`config.mk`:
```
export PLATFORM = sky130hd
export DESIGN_NAME = ysyx_22050078_mem_arb
export DESIGN_NICKNAME = d
export VERILOG_FILES = /design/src/rtl/ysyx_22050078_mem_arb.sv
export SDC_FILE = /design/constraint.sdc
export NUM_CORES = 1
export LEC_CHECK = 0
export BUFFER_PORTS_ARGS = -buffer_cell sky130_fd_sc_hd__buf_2
export CAP_MARGIN = 10
export CORE_AREA = 2 2 213 215
export CTS_BUF_LIST = sky130_fd_sc_hd__clkbuf_8
export CTS_CLUSTER_DIAMETER = 200
export DETAILED_ROUTE_END_ITERATION = 8
export DIE_AREA = 0 0 215 217
export PLACE_DENSITY_LB_ADDON = 0.3
export SLEW_MARGIN = 20
export SYNTH_ARGS = -nofsm -noshare
export SYNTH_HDL_FRONTEND = slang
export SYNTH_SLANG_ARGS = --single-unit
```
`constraint.sdc`:
```
create_clock -name i_clk -period 13.94 [get_ports i_clk]
set_input_delay 2.788 -clock i_clk [delete_from_list [all_inputs] [get_ports i_clk]]
set_output_delay 2.788 -clock i_clk [all_outputs]
set_load 0.02 [all_outputs]
```
`src/rtl/ysyx_22050078_mem_arb.sv`:
```
// Shares one memory port between the instruction fetch unit and the load/store unit.
// One transaction in flight; round-robin on ties, per-transaction timeout, registered responses.
module ysyx_22050078_mem_arb #(
   parameter int unsigned ADDR_W      = 64,
   parameter int unsigned DATA_W      = 64,
   parameter int unsigned TIMEOUT_CYC = 255
) (
   input  logic              i_clk,
   input  logic              i_rst,
   input  logic              i_if_req,
   input  logic [ADDR_W-1:0] i_if_addr,
   output logic              o_if_gnt,
   output logic              o_if_rvalid,
   output logic [DATA_W-1:0] o_if_rdata,
   input  logic              i_ls_req,
   input  logic              i_ls_wen,
   input  logic [ADDR_W-1:0] i_ls_addr,
   input  logic [DATA_W-1:0] i_ls_wdata,
   input  logic [7:0]        i_ls_wmask,
   output logic              o_ls_gnt,
   output logic              o_ls_rvalid,
   output logic [DATA_W-1:0] o_ls_rdata,
   output logic              o_mem_valid,
   output logic              o_mem_wen,
   output logic [ADDR_W-1:0] o_mem_addr,
   output logic [DATA_W-1:0] o_mem_wdata,
   output logic [7:0]        o_mem_wmask,
   input  logic              i_mem_ready,
   input  logic              i_mem_rvalid,
   input  logic [DATA_W-1:0] i_mem_rdata,
   output logic              o_err,
   output logic              o_busy
);

   localparam int unsigned CNT_W = $clog2(TIMEOUT_CYC + 1);

   localparam logic [1:0] S_IDLE  = 2'd0;
   localparam logic [1:0] S_ISSUE = 2'd1;
   localparam logic [1:0] S_WAIT  = 2'd2;

   localparam logic OWN_IF = 1'b0;
   localparam logic OWN_LS = 1'b1;

   localparam logic [CNT_W-1:0] CNT_LAST = CNT_W'(TIMEOUT_CYC - 1);

   logic [1:0]        state_q, state_d;
   logic              owner_q, owner_d;
   logic              last_q, last_d;
   logic [CNT_W-1:0]  cnt_q, cnt_d;
   logic              wen_q, wen_d;
   logic [ADDR_W-1:0] addr_q, addr_d;
   logic [DATA_W-1:0] wdata_q, wdata_d;
   logic [7:0]        wmask_q, wmask_d;
   logic              if_rvalid_q, if_rvalid_d;
   logic [DATA_W-1:0] if_rdata_q, if_rdata_d;
   logic              ls_rvalid_q, ls_rvalid_d;
   logic [DATA_W-1:0] ls_rdata_q, ls_rdata_d;
   logic              err_q, err_d;

   logic              is_idle;
   logic              complete;
   logic              abort;
   logic              finish;
   logic [DATA_W-1:0] rsp_data;

   assign is_idle = (state_q == S_IDLE);

   // On a tie the requester that did not own the previous transaction wins.
   assign o_if_gnt = is_idle & i_if_req & (~i_ls_req | (last_q == OWN_LS));
   assign o_ls_gnt = is_idle & i_ls_req & (~i_if_req | (last_q == OWN_IF));

   assign complete = ((state_q == S_ISSUE) & i_mem_ready & i_mem_rvalid) |
                     ((state_q == S_WAIT) & i_mem_rvalid);
   assign abort    = ~is_idle & ~complete & (cnt_q == CNT_LAST);
   assign finish   = complete | abort;
   assign rsp_data = (complete & ~wen_q) ? i_mem_rdata : '0;

   assign o_busy      = ~is_idle;
   assign o_mem_valid = (state_q == S_ISSUE);
   assign o_mem_wen   = wen_q;
   assign o_mem_addr  = addr_q;
   assign o_mem_wdata = wdata_q;
   assign o_mem_wmask = wmask_q;
   assign o_if_rvalid = if_rvalid_q;
   assign o_if_rdata  = if_rdata_q;
   assign o_ls_rvalid = ls_rvalid_q;
   assign o_ls_rdata  = ls_rdata_q;
   assign o_err       = err_q;

   always_comb begin
      state_d     = state_q;
      owner_d     = owner_q;
      last_d      = last_q;
      cnt_d       = cnt_q;
      wen_d       = wen_q;
      addr_d      = addr_q;
      wdata_d     = wdata_q;
      wmask_d     = wmask_q;
      if_rvalid_d = 1'b0;
      if_rdata_d  = if_rdata_q;
      ls_rvalid_d = 1'b0;
      ls_rdata_d  = ls_rdata_q;
      err_d       = abort;

      case (state_q)
         S_IDLE: begin
            if (o_ls_gnt) begin
               state_d = S_ISSUE;
               owner_d = OWN_LS;
               cnt_d   = '0;
               wen_d   = i_ls_wen;
               addr_d  = i_ls_addr;
               wdata_d = i_ls_wdata;
               wmask_d = i_ls_wen ? i_ls_wmask : 8'h00;
            end else if (o_if_gnt) begin
               state_d = S_ISSUE;
               owner_d = OWN_IF;
               cnt_d   = '0;
               wen_d   = 1'b0;
               addr_d  = i_if_addr;
               wdata_d = '0;
               wmask_d = 8'h00;
            end
         end
         S_ISSUE, S_WAIT: begin
            if (finish) begin
               state_d = S_IDLE;
               last_d  = owner_q;
               if (owner_q == OWN_LS) begin
                  ls_rvalid_d = 1'b1;
                  ls_rdata_d  = rsp_data;
               end else begin
                  if_rvalid_d = 1'b1;
                  if_rdata_d  = rsp_data;
               end
            end else begin
               cnt_d = cnt_q + CNT_W'(1);
               if ((state_q == S_ISSUE) && i_mem_ready) begin
                  state_d = S_WAIT;
               end
            end
         end
         default: state_d = S_IDLE;
      endcase
   end

   always_ff @(posedge i_clk or posedge i_rst) begin
      if (i_rst) begin
         state_q     <= S_IDLE;
         owner_q     <= OWN_LS;
         last_q      <= OWN_LS;
         cnt_q       <= '0;
         wen_q       <= 1'b0;
         addr_q      <= '0;
         wdata_q     <= '0;
         wmask_q     <= 8'h00;
         if_rvalid_q <= 1'b0;
         if_rdata_q  <= '0;
         ls_rvalid_q <= 1'b0;
         ls_rdata_q  <= '0;
         err_q       <= 1'b0;
      end else begin
         state_q     <= state_d;
         owner_q     <= owner_d;
         last_q      <= last_d;
         cnt_q       <= cnt_d;
         wen_q       <= wen_d;
         addr_q      <= addr_d;
         wdata_q     <= wdata_d;
         wmask_q     <= wmask_d;
         if_rvalid_q <= if_rvalid_d;
         if_rdata_q  <= if_rdata_d;
         ls_rvalid_q <= ls_rvalid_d;
         ls_rdata_q  <= ls_rdata_d;
         err_q       <= err_d;
      end
   end

endmodule

```
==> results.py <==
metrics = {
    "worst_setup_path": {
        "critical-path-top-delay-family": "buffers and inverters",
        "crit_path_max_incr_delay_ns": 0.63,
        "critical_path.reg2reg.startpoint": "state_q[1]",
        "startpoint_kind_of_the_worst_setup_timing_path": "input port",
        "crit_arrival_ns": 4.13,
        "critPathLaunch": "i_ls_req",
        "critPathBufInv": 3,
        "timing.critical_path.to_type": "output pin",
        "critical_path_required_ns": 11.15,
        "critPathSlowestCell": "sky130_fd_sc_hd__buf_4",
        "path_class": "input port to output pin",
        "crit_path_frequent_cell": "sky130_fd_sc_hd__buf_2",
        "cells_along_the_critical_path": "buf_2, nand2_1, a21oi_4, buf_4, buf_2",
        "biggest_fanout_along_the_worst_timing_path": 47,
    },
    "placement": {
        "hpwlAfterDp_um": 26090,
        "io_buffers": 542,
        "pre_cts_slack_ns": 7.000,
        "place.gp.congestion": 0.8432,
    },
    "clock_tree": {
        "clk_latency_ns": 0.60,
        "clock_root_buffer": "sky130_fd_sc_hd__clkbuf_8",
        "cts_h_tree_lvls": 2,
        "cts_buffer_depth": 3,
        "post-cts-setup-buffers": 0,
        "postCtsResizedCells": 0,
        "clkTransAtPathRegs_ns": 0.06,
        "tritoncts": "built",
        "cts_sinks": 280,
        "tritoncts.num_buffers": 52,
        "holdBufCountCts": 0,
    },
    "flow_run": {
        "maxCapViolCount": 0,
    },
    "synthesis": {
        "post_synth_edffs": 0,
        "area_leader_netlist": "sky130_fd_sc_hd__dfrtp_1",
        "synthArstFlopShare_pct": 100.0,
        "yosysSeqAreaShare_pct": 64.21,
        "avgSynthCellArea_um2": 13.26,
        "synth_top_cell_area_share_pct": 63.73,
        "synth-warning-count": 0,
        "synth_most_common_cell": "sky130_fd_sc_hd__dfrtp_1",
        "synth.top_cells.by_count": "sky130_fd_sc_hd__dfrtp_1, sky130_fd_sc_hd__a22o_1, sky130_fd_sc_hd__nand2_1",
        "synth.ff_latch_count": 280,
        "post_synth_main_area_contributors": "sky130_fd_sc_hd__dfrtp_1, sky130_fd_sc_hd__a22o_1, sky130_fd_sc_hd__mux2i_1",
        "syn_area_mm2": 0.01092,
        "synth-main-ff-cell": "sky130_fd_sc_hd__dfrtp_1",
        "netlist_instances": 823,
        "mappedNetlistNets": 1101,
        "synth_cell_types": 36,
    },
    "grt": {
        "grt_remaining_overflow": 0,
        "first_global_vias": 9042,
        "grt_pass1_wl_um": 55340,
        "track_usage_pct": 15.35,
        "grt_max_degree": 157,
        "antenna_found_initial": 13,
    },
    "timing": {
        "tightest_pin_transition_ns": 1.055,
        "hold_slack_ns": 0.4707,
        "fin_crit_sh_pct": 49.65,
        "period_needed_ns": 6.922,
        "finalMaxSlewViolations": 0,
        "finalSetupViolations": 0,
        "max_freq_ghz": 0.1445,
        "layout_setup_ws_ns": 7.018,
        "timing.clock.skew_ns": 0.02378,
        "grt_setup_unrepaired": "no",
        "hold_violations": 0,
        "max-slew-margin-rel_pct": 29.65,
        "fin_tns_setup_ns": 0,
    },
    "pwr": {
        "powerDensity_mw_per_mm2": 252.1,
        "vdd_ir_drop_max_mv": 0.1036,
        "total_leakage_power_nw": 7.959,
    },
    "layout": {
        "num-nets-final": 1636,
        "layout-area-overhead-vs-synth_pct": 38.88,
        "fraction_of_layout_cells_with_a_size_suffix_above_1_pct": 45.84,
        "fill_cells": 4583,
        "utilization_pct": 33.92,
    },
    "route": {
        "dr.first_iter.drc_count": 569,
        "drt-total-wl_um": 37090,
        "drt_first_pass_iters": 5,
        "ant_nets": 0,
        "routed_wire_length_per_instance_um": 18.58,
        "drc": 0,
        "dr_total_vias": 9029,
        "avgViaCountPerCell": 4.524,
    },
    "worst_hold_path": {
        "timing.hold.worst.start": "o_mem_addr[58]",
        "min-delay-path-class": "flop to flop",
    },
    "floorplan": {
        "die_h_um": 217,
        "row_count": 78,
        "boundaryPins": 543,
        "floorplan.core_area_mm2": 0.04470,
        "die_w_um": 215,
        "starting_density_pct": 24.42,
        "design.die.area_mm2": 0.04666,
    },
    "run_status": {
        "run_status": "finished clean",
    },
}
-- cells in the final DEF, fill, tap and decap left out, drive strengths merged --
cell type,count
buf,551
clkbuf,61
o21ai,68
and2,3
o32ai,1
mux2,1
nand4,2
nor4b,2
or3,1
mux2i,71
nor3,2
a22o,200
nor4,4
a21oi,2
dfstp,2
dfrtp,278
o21a,1
bufinv,2
clkinv,12
clkinvlp,2
a22oi,1
nand2,78
nor3b,1
or3b,1
diode,2
nor2,2
a41oi,1
and4,4
ha,7
nor2b,1
a21o,2
o211ai,5
nand3,3
inv,22
-- layout make-up --
type	count	area, um^2	area share [%]
Antenna cell	2	5.005	0.03301
Clock buffer	61	839.6	5.538
Clock inverter	29	198.9	1.312
Inverter	9	41.29	0.2724
Multi-Input combinational cell	464	3522	23.23
Sequential cell	280	7009	46.24
Tap cell	600	750.7	4.952
Timing Repair Buffer	551	2793	18.42
-- tightest hold or removal path, cell delays in order (launching register included) --
cell and delay (ns):
sky130_fd_sc_hd__dfrtp_1 0.33, sky130_fd_sc_hd__nand2_1 0.04, sky130_fd_sc_hd__o21ai_0 0.06
-- per-layer routing --
layer | track usage (%) | up-vias | part of all wire (%)
met2 | 25.91 | 447 | 48
met1 | 18.17 | 4356 | 40
li1 | - | 4124 | -
met4 | 5.333 | 12 | 3.0
met5 | 0 | - | 0.22
met3 | 5.395 | 90 | 9.0
-- flip-flops by register name (all words and copies together), names as in the netlist --
register and cells:
cnt_q 8, last_q 1, o_err 1, o_if_rdata 64, o_if_rvalid 1, o_ls_rdata 64, o_ls_rvalid 1, o_mem_addr 64
o_mem_wdata 64, o_mem_wen 1, o_mem_wmask 8, owner_q 1, state_q 2
-- cell families after synthesis --
family / share of synthesized area (%)
compound gates: 20.32
simple gates: 4.241
fa+ha+maj: 0.8023
buf+inv: 3.806
mux: 6.614
flops: 64.21
-- path summary, 6_finish.rpt --
path	depth (start not counted)	end	slack, ns
min in group asynchronous	2	o_mem_wdata[50]	2.31
hold reg to reg	2	o_mem_addr[58]	0.47
max in group asynchronous	3	o_mem_addr[55]	10.16
hold / removal	2	o_mem_addr[58]	0.47
setup / recovery	5	o_ls_gnt	7.02
setup reg to reg	8	o_mem_addr[59]	10.48
-- where the power goes --
| group | internal [mW] | switching (mW) | total, mW |
|---|---|---|---|
| clock network | 0.435 | 0.351 | 0.786 |
| registers | 1.18 | 0.198 | 1.38 |
| logic | 0.609 | 1.05 | 1.66 |
| total | 2.23 | 1.60 | 3.82 |
-- metrics by stage --
stage	instance area, um^2	power, mW	cells
6_report	15160	3.822	1996
3_3_place_gp	14120	3.047	1904
2_1_floorplan	10920	2.444	823
4_1_cts	15150	3.887	1994
3_5_place_dp	14120	3.065	1904
5_1_grt	15160	4.067	1995
No activity file was read; power rests on OpenSTA's default activity.
